===== config.mk =====
export PLATFORM = sky130hd
export DESIGN_NAME = psum_collector
export DESIGN_NICKNAME = d
export VERILOG_FILES = /design/src/rtl/sys_defs.sv /design/src/rtl/psum_requant.sv /design/src/rtl/psum_collector.sv
export SDC_FILE = /design/constraint.sdc
export NUM_CORES = 2
export LEC_CHECK = 0
export CORE_MARGIN = 5
export CORE_UTILIZATION = 45
export CTS_CLUSTER_SIZE = 12
export DETAILED_ROUTE_END_ITERATION = 8
export GPL_ROUTABILITY_DRIVEN = 0
export PLACE_DENSITY = 0.67
export SYNTH_ARGS = -nofsm -noshare
export SYNTH_HDL_FRONTEND = slang
export SYNTH_SLANG_ARGS = --single-unit

===== constraint.sdc =====
create_clock -name clk -period 10.41 [get_ports clk]
set_clock_uncertainty 0.15 [all_clocks]
set_input_delay 2.6025 -clock clk [delete_from_list [all_inputs] [get_ports clk]]
set_output_delay 2.6025 -clock clk [all_outputs]
set_load 0.005 [all_outputs]

===== src/rtl/sys_defs.sv =====
// Shared datapath definitions for the PE array: psum packet format,
// numeric widths and per-layer ofmap row lengths.
package sys_defs;
  localparam int PSUM_WIDTH    = 12;
  localparam int PSUM_FRAC     = 5;
  localparam int ACT_WIDTH     = 8;
  localparam int ACT_FRAC      = 7;
  localparam int ACT_LSHIFT    = ACT_FRAC - PSUM_FRAC;
  localparam int NUM_FILTERS   = 4;
  localparam int FIDX_WIDTH    = 2;
  localparam int L1_OFMAP_SIZE = 55;
  localparam int L2_OFMAP_SIZE = 27;
  localparam int L3_OFMAP_SIZE = 13;

  typedef struct packed {
    logic                  valid;
    logic [FIDX_WIDTH-1:0] filter_idx;
    logic [PSUM_WIDTH-1:0] psum;
  } PSUM_PACKET;
endpackage


===== src/rtl/psum_requant.sv =====
// ReLU + left shift + positive saturation from psum format to the 8-bit
// activation format. Purely combinational.
module psum_requant #(
  parameter int PSUM_W     = 12,
  parameter int OUT_W      = 8,
  parameter int OUT_LSHIFT = 2
) (
  input  logic [PSUM_W-1:0] i_psum,
  output logic [OUT_W-1:0]  o_data
);
  localparam int SW = PSUM_W + OUT_LSHIFT;
  localparam logic [SW-1:0] MAXV = SW'((1 << (OUT_W - 1)) - 1);

  logic [SW-1:0] w_shift;

  // Widen before shifting so large positives saturate instead of wrapping.
  assign w_shift = i_psum[PSUM_W-1] ? '0 : ({{OUT_LSHIFT{1'b0}}, i_psum} << OUT_LSHIFT);
  assign o_data  = (w_shift > MAXV) ? OUT_W'(MAXV) : w_shift[OUT_W-1:0];
endmodule


===== src/rtl/psum_collector.sv =====
// Bottom-of-column psum sink: acks packets, stores one ofmap row per filter,
// checks filter ordering, and serves raw/requantised reads.
module psum_collector
  import sys_defs::*;
#(
  parameter int NUM_FILTER = NUM_FILTERS,
  parameter int OFMAP_SIZE = L1_OFMAP_SIZE,
  parameter int PSUM_W     = PSUM_WIDTH,
  parameter int OUT_W      = ACT_WIDTH,
  parameter int OUT_LSHIFT = ACT_LSHIFT
) (
  input  logic                  clk,
  input  logic                  rst,
  input  logic                  start,
  input  PSUM_PACKET            psum_in,
  output logic                  psum_ack_out,
  input  logic                  stall,
  input  logic                  rd_en,
  input  logic [FIDX_WIDTH-1:0] rd_filter,
  input  logic [5:0]            rd_addr,
  output logic                  rd_valid,
  output logic [PSUM_W-1:0]     rd_raw,
  output logic [OUT_W-1:0]      rd_data,
  output logic                  busy,
  output logic                  done,
  output logic                  error,
  output logic [7:0]            count
);
  localparam int PTR_W = $clog2(OFMAP_SIZE + 1);
  localparam logic [PTR_W-1:0] OFM    = PTR_W'(OFMAP_SIZE);
  localparam logic [PTR_W-1:0] OFM_M1 = PTR_W'(OFMAP_SIZE - 1);
  localparam logic [5:0]       RD_LIM = 6'(OFMAP_SIZE);
  localparam logic [FIDX_WIDTH-1:0] FLAST = FIDX_WIDTH'(NUM_FILTER - 1);

  typedef enum logic [1:0] {S_IDLE, S_COLLECT, S_DONE} state_e;

  state_e                          r_state, w_state_nxt;
  logic                            r_ack, r_err;
  logic [7:0]                      r_count;
  logic [FIDX_WIDTH-1:0]           r_exp_idx;
  logic [NUM_FILTER-1:0][PTR_W-1:0] r_wr_ptr;
  logic [PSUM_W-1:0]               r_mem [NUM_FILTER][OFMAP_SIZE];

  logic                  w_accept, w_room, w_last, w_rd_in;
  logic [FIDX_WIDTH-1:0] w_fidx;
  logic [5:0]            w_rd_col;
  logic [PSUM_W-1:0]     w_rd_word;
  logic [OUT_W-1:0]      w_rq;

  assign w_fidx   = psum_in.filter_idx;
  // start takes priority, so a packet arriving with start is left un-acked.
  assign w_accept = (r_state == S_COLLECT) && psum_in.valid && !stall && !r_ack && !start;
  assign w_room   = r_wr_ptr[w_fidx] < OFM;

  // This accept completes the row if its filter fills up and all others are full.
  always_comb begin
    w_last = w_accept && w_room;
    for (int f = 0; f < NUM_FILTER; f++) begin
      if (FIDX_WIDTH'(f) == w_fidx) begin
        if (r_wr_ptr[f] != OFM_M1) w_last = 1'b0;
      end else if (r_wr_ptr[f] != OFM) begin
        w_last = 1'b0;
      end
    end
  end

  always_ff @(posedge clk) begin
    if (rst) r_state <= S_IDLE;
    else     r_state <= w_state_nxt;
  end

  always_comb begin
    w_state_nxt = r_state;
    if (start)                                 w_state_nxt = S_COLLECT;
    else if (r_state == S_COLLECT && w_last)   w_state_nxt = S_DONE;
  end

  always_comb begin
    busy = (r_state == S_COLLECT);
    done = (r_state == S_DONE);
  end

  assign w_rd_in  = rd_addr < RD_LIM;
  assign w_rd_col = w_rd_in ? rd_addr : '0;

  always_ff @(posedge clk) begin
    if (rst) begin
      r_ack     <= 1'b0;
      r_err     <= 1'b0;
      r_count   <= '0;
      r_exp_idx <= '0;
      r_wr_ptr  <= '0;
    end else begin
      r_ack <= w_accept;
      if (start) begin
        r_err     <= 1'b0;
        r_count   <= '0;
        r_exp_idx <= '0;
        r_wr_ptr  <= '0;
      end else begin
        if (w_accept) begin
          r_exp_idx <= (w_fidx == FLAST) ? '0 : w_fidx + 1'b1;
          if (w_fidx != r_exp_idx) r_err <= 1'b1;
          if (w_room) begin
            r_wr_ptr[w_fidx] <= r_wr_ptr[w_fidx] + 1'b1;
            r_count          <= r_count + 8'd1;
          end else begin
            r_err <= 1'b1;
          end
        end
        if (rd_en && !w_rd_in) r_err <= 1'b1;
      end
    end
  end

  always_ff @(posedge clk) begin
    if (w_accept && w_room) r_mem[w_fidx][r_wr_ptr[w_fidx]] <= psum_in.psum;
  end

  assign w_rd_word = w_rd_in ? r_mem[rd_filter][w_rd_col] : '0;

  psum_requant #(.PSUM_W(PSUM_W), .OUT_W(OUT_W), .OUT_LSHIFT(OUT_LSHIFT)) u_rq (
    .i_psum (w_rd_word),
    .o_data (w_rq)
  );

  always_ff @(posedge clk) begin
    if (rst) begin
      rd_valid <= 1'b0;
      rd_raw   <= '0;
      rd_data  <= '0;
    end else begin
      rd_valid <= rd_en;
      if (rd_en) begin
        rd_raw  <= w_rd_word;
        rd_data <= w_rq;
      end
    end
  end

  assign psum_ack_out = r_ack;
  assign error        = r_err;
  assign count        = r_count;
endmodule


==> Word level (Yosys, flattened, before mapping) <==
Memory sizes are Yosys's and may differ from the RTL's.
Index checks and enable logic that the tools add are counted.
{ "classes": {"order_cmp": 8, "n_bitwise": 2, "muxes": 35, "n_addsub": 3, "n_reduce_logical": 19, "eq_ne": 16} }
{ "op_table": {"columns": ["operator", "n"], "rows": [
  ["$mux 660", 1],
  ["$bmux 12 s6", 1],
  ["$demux 12 s6", 1],
  ["$mux 12", 4],
  ["$ne 6x6->1 const B", 8],
  ["$bwmux 24", 1],
  ["$mux 1", 19],
  ["$mux 6", 3],
  ["$ge 7x7->1 const B", 2],
  ["$gt 14x7->1 const B", 1],
  ["$not 6->7", 2],
  ["$mux 13", 1],
  ["$bmux 6 s2", 1],
  ["$demux 6 s2", 1],
  ["$lt 6x6->1 const B", 2],
  ["$logic_and 1x1->1", 9],
  ["$add 8x1->8 const B", 1],
  ["$mux 8", 1],
  ["$lt 7x1->1 const B", 1],
  ["$add 6x1->6 const B", 1],
  ["$eq 2x2->1 const A", 2],
  ["$eq 2x2->1 const B", 2],
  ["$logic_not 1->1", 4],
  ["$reduce_and 2->1", 2],
  ["other kinds (11)", 12]
]} }
{ "totals": {"reg_bits": 59, "memories": 1, "wordCells": 97, "ram_bits": 2640, "out_inout_bits": 33} }
{ "mem_list": {"columns": ["memory", "words", "word_bits", "read_ports", "rd_clocked_by_memory_dff", "wr", "line_no", "rtl"], "rows": [
  ["r_mem", 4, 660, 1, 0, 1, "psum_collector.sv:42", "logic [PSUM_W-1:0] r_mem [NUM_FILTER][OFMAP_SIZE];"]
]} }

==> Logic depth before layout (Yosys ltp) <==
{ "logic_depth": {"ltp_word": 17, "depth_mapped": 15, "ltp_nobuf": 9} }

==> Modules after synthesis <==
Synthesis repeated with hierarchy kept, for this count alone.
{ "unflattened": {"hier_cells": 5033, "hier_area_um2": 107254.1} }
{ "by_module_without_submodules": {"columns": ["mod", "n_inst", "cells_each", "area_each_um2"], "rows": [
  ["psum_collector", 1, 5017, 107155.3],
  ["psum_requant", 1, 16, 98.8]
]} }

==> Worst setup path before layout <==
OpenSTA, ideal clock, no wires.
{ "synth_timing": {"kind": "input-to-reg", "startpoint": "input psum_in[12] (netlist name)", "endpoint": "memory r_mem[0][276] (netlist name), enable pin", "path_buffers": 3, "required_time_ns": 9.880, "setup_ns": 0.380, "arrival_time_ns": 5.286, "path_slack_ns": 4.593, "cell_stages": 10, "cell_sequence": "buf_2 > mux4_2 > clkbuf_1 > ha_1 > a21oi_1 > nor2_1 > nor2_1 > clkbuf_1 > nand2_1 > nor2_1"} }
{ "synth_between": {"elab_chain_len": 8, "elab_cells_between_ends": 12} }
{ "synth_lines": {"columns": ["item", "line_no", "rtl"], "rows": [
  ["from (decl)", "psum_collector.sv:15", "input PSUM_PACKET psum_in,"],
  ["$bmux 6 s2", "psum_collector.sv:53, psum_collector.sv:117", null],
  ["$mux 6 (not written as such)", "psum_collector.sv:53, psum_collector.sv:117", null],
  ["$not 6->7 (not written as such)", "psum_collector.sv:117", "if (w_accept && w_room) r_mem[w_fidx][r_wr_ptr[w_fidx]] <= psum_in.psum;"],
  ["$ge 7x7->1 (not written as such) / $lt 7x1->1 (equally long branches)", "psum_collector.sv:117", null],
  ["$logic_and 1x1->1 (not written as such)", "psum_collector.sv:117", null],
  ["$mux 12 (not written as such)", "psum_collector.sv:117", null],
  ["$demux 12 s6", "psum_collector.sv:117", null],
  ["$mux 660 (not written as such)", "psum_collector.sv:117", null],
  ["to (decl)", "psum_collector.sv:42", null]
]} }
Several ways; a longest one is shown, not always the timed one. The select of a mux whose other input is x is not followed.

==> Worst setup path in the final report <==
{ "layout_timing": {"startpoint": "input rd_addr[4]", "endpoint": "register rd_data[2]"} }
{ "layout_between": {"elab_chain_len": 10} }
{ "layout_lines": {"columns": ["item", "line_no", "rtl"], "rows": [
  ["from (decl)", "psum_collector.sv:20", "input logic [5:0] rd_addr,"],
  ["$lt 6x6->1", "psum_collector.sv:83", "assign w_rd_in = rd_addr < RD_LIM;"],
  ["$mux 6", "psum_collector.sv:84", "assign w_rd_col = w_rd_in ? rd_addr : '0;"],
  ["$not 6->7 (not written as such)", "psum_collector.sv:120", "assign w_rd_word = w_rd_in ? r_mem[rd_filter][w_rd_col] : '0;"],
  ["$bmux 12 s6", "psum_collector.sv:120", null],
  ["$mux 12 (not written as such) (2 in series)", "psum_collector.sv:120", null],
  ["$mux 12 (*)", "psum_collector.sv:120", null],
  ["$mux 13 (*)", "psum_requant.sv:17", "assign w_shift = i_psum[PSUM_W-1] ? '0 : ({{OUT_LSHIFT{1'b0}}, i_psum} << OUT_LSHIFT);"],
  ["$gt 14x7->1", "psum_requant.sv:18", "assign o_data = (w_shift > MAXV) ? OUT_W'(MAXV) : w_shift[OUT_W-1:0];"],
  ["$mux 8 (*)", "psum_requant.sv:18", null],
  ["to (signal assigned)", "psum_collector.sv:136", "rd_data <= w_rq;"],
  ["to (decl)", "psum_collector.sv:23", "output logic [OUT_W-1:0] rd_data,"]
]} }
Every way passes the cells marked *; elsewhere a longest branch is shown, timed or not. The select of a mux whose other input is x is not followed.
A chain may end at the register's enable or synchronous reset.

==> flow_metrics.env <==
export IMPL_tritoncts="built"
export IMPL_path_clk_slew_ns=0.06
export IMPL_ctsHoldBuffers=0
export IMPL_post_synth_num_cell_types=87
export IMPL_arrival_ns=7.66
export IMPL_hold_path_class="reg -> reg"
export IMPL_power_frac_comb=0.059
export IMPL_hp_start="rd_data[7]$_SDFFE_PP0P_"
export IMPL_syn_nets=5336
export IMPL_min_period_over_period=0.676
export IMPL_cts_root_buf="clkbuf_16"
export IMPL_yosysTopAreaCellShare=0.745
export IMPL_timing_critical_path_mode_cell="nand2_1"
export IMPL_slew_headroom=0.0235
export IMPL_yosys_warnings=0
export IMPL_syn_area_um2=106000
export IMPL_die_x_um=496
export IMPL_status="completed"
export IMPL_hold_viol=0
export IMPL_numCtsBuffers=290
export IMPL_n_fill_cell=18500
export IMPL_ys_seq_area_frac=0.756
export IMPL_finalSetupViolCount=0
export IMPL_portBuffers=60
export IMPL_grt_ovfl_total=0
export IMPL_cts_resized=0
export IMPL_synthCells=5302
export IMPL_grt_pass1_wl_um=413000
export IMPL_slowest_delay_ns=0.91
export IMPL_ant_nets=0
export IMPL_drt_iter0_markers=8102
export IMPL_placementRows=178
export IMPL_syn_area_per_cell_um2=20.1
export IMPL_numPlacedInstances=8284
export IMPL_reg2regPathDepth=8
export IMPL_layout_drive_gt1_share=0.202
export IMPL_htree_levels=5
export IMPL_synth_most_common_cell="edfxtp_1"
export IMPL_p_switching_uw=4900
export IMPL_grt_setup_unrepaired="false"
export IMPL_internal_power_uw=17600
export IMPL_post_route_min_period_ns=7.03
export IMPL_dieArea_um2=246000
export IMPL_final_cells=8733
export IMPL_clock_sinks=2698
export IMPL_worstPathCellList="clkdlybuf4s50_1 > nand2_4 > nand2_1 > buf_4 > nand2_1 > o311ai_1 > a31oi_1 > a2111oi_2 > o221ai_1 > o211ai_2 > o21ai_1"
export IMPL_max_freq_ghz=0.142
export IMPL_hold_depth=1
export IMPL_p_leak_uw=0.0372
export IMPL_irDropWorstVdd_mv=0.164
export IMPL_reg2reg_from="r_wr_ptr[18]$_SDFFE_PP0P_"
export IMPL_io_pins=61
export IMPL_area_delta_synth_final_pct=11.3
export IMPL_netSwitchingFraction=0.218
export IMPL_wl_um=292000
export IMPL_min_to="rd_data[7]$_SDFFE_PP0P_"
export IMPL_synth_area_top_cells="edfxtp_1 (75%), mux4_2 (13%), nand2_1 (1.4%)"
export IMPL_drtPass1Iterations=6
export IMPL_start_kind="input port"
export IMPL_setup_worst_path_end_class="flop"
export IMPL_cts_setup_buffers=0
export IMPL_grt_pass1_vias=54200
export IMPL_num_vias=55000
export IMPL_timing_setup_tns_ns=0
export IMPL_p_seq_frac=0.531
export IMPL_yosysTopAreaCell="edfxtp_1"
export IMPL_ff2ff_setup_slack_ns=5.89
export IMPL_start_util=0.452
export IMPL_synthArstFlopShare=0
export IMPL_crit_fanout=40
export IMPL_drc=0
export IMPL_antenna_found_initial=14
export IMPL_dp_hpwl_um=175000
export IMPL_worst_path_max_delay_cell="nand2_1"
export IMPL_ctsLongestPathBuffers=4
export IMPL_avgRoutedWirePerCell_um=33.4
export IMPL_drv_cap=0
export IMPL_coreArea_um2=235000
export IMPL_clockPowerShare=0.410
export IMPL_power_density_nw_per_um2=190
export IMPL_synth_edf_count=2640
export IMPL_die_h_um=496
export IMPL_synth_main_ff_cell="edfxtp_1"
export IMPL_ys_ff_latch=2698
export IMPL_path_class="in -> reg"
export IMPL_nNetsFinal=5460
export IMPL_grt_use_total=0.235
export IMPL_tightest_slew_ns=1.46
export IMPL_grt_start_max_net_pins=138
export IMPL_required_ns=11.03
export IMPL_drv_slew=0
export IMPL_regToRegEndpoint="r_mem[1][393]$_DFFE_PP_"
export IMPL_clk_latency_ns=0.93
export IMPL_netlist_top_cells_count="edfxtp_1 (2640), mux4_2 (624), nand2_1 (395)"
export IMPL_via_per_inst=6.30
final cells by class:
cell class,count,area (µm²),area share
Inverter,27,101,0.000856
Tap cell,3150,3940,0.0333
Sequential cell,2698,80400,0.679
Antenna cell,10,25.0,0.000211
Multi-Input combinational cell,2255,24300,0.205
Clock buffer,389,7810,0.0659
Timing Repair Buffer,154,1560,0.0132
Clock inverter,50,324,0.00274
per-layer routing:
metal | vias up | GRT usage | wire, µm
li1 | 22000 | - | -
met1 | 28900 | 0.325 | 110000
met2 | 3503 | 0.360 | 136000
met3 | 668 | 0.0616 | 32200
met4 | 6 | 0.0950 | 13100
met5 | - | 0.00734 | 268
flip-flops by register name, summed over array words and instances (netlist names):
signal and cells:
r_wr_ptr 24, error 1, psum_ack_out 1, r_exp_idx 2, r_mem 2640, rd_data 7, rd_raw 12, count 8
rd_valid 1, r_state 2
power groups by stage:
stage          clock network, µW  logic [µW]  registers [µW]
3_5_place_dp                   0        1310           12200
4_1_cts                     9330        1310           11900
6_report                    9230        1330           11900
2_1_floorplan                  0         673           12200
3_3_place_gp                   0        1290           12200
5_1_grt                     9770        1370           11900
cells by family after synthesis:
kind of cell             synth area share
adder cells (fa/ha/maj)          0.000706
AND/OR/NAND/NOR                    0.0452
XOR/XNOR                          0.00115
flip-flops                          0.756
multiplexers                        0.146
AO/OA/AOI/OAI                      0.0330
buffers and inverters              0.0178
how the worst max path moves through the flow:
stage / cells past startpoint / start / end / slack [ns]
after floorplan: 10 / psum_in[12] / r_mem[0][276]$_DFFE_PP_ / 4.59
after global placement: 9 / psum_in[12] / r_mem[1][389]$_DFFE_PP_ / 2.64
after detailed placement: 9 / psum_in[12] / r_mem[1][389]$_DFFE_PP_ / 2.64
after CTS: 9 / psum_in[12] / r_mem[1][395]$_DFFE_PP_ / 3.58
after global routing: 9 / psum_in[12] / r_mem[1][393]$_DFFE_PP_ / 3.25
final: 11 / rd_addr[4] / rd_data[2]$_SDFFE_PP0P_ / 3.38
metrics by stage:
step	hold WS, ns	instance area, µm²	total power [µW]	setup slack (ns)	utilization
finish	0.315	118000	22500	3.38	0.504
global route	0.351	118000	23100	3.25	0.504
CTS	0.317	118000	22600	3.58	0.504
detailed placement	0.300	110000	13500	2.64	0.469
global placement	0.296	110000	13500	2.64	0.469
floorplan	0.296	106000	12800	4.59	-
cells in the final DEF, fill, tap and decap left out, types with 78 or more instances in the layout:
master     netlist  final
buf_4           64     78
nand2_1        395    392
clkbuf_1       121     89
edfxtp_1      2640   2640
nor2_1         143    139
and2_1         229    229
mux4_2         624    624
clkbuf_16        0    298
nand3_1        102    101
mux2i_1        124    124
worst max-delay path, delay by kind of cell:
family | cells | cell delay, ns
and+or+nand+nor | 3 | 1.90
buffers and inverters | 2 | 1.29
AOI/OAI and AO/OA | 6 | 1.84
(Power assumes the default switching activity.)
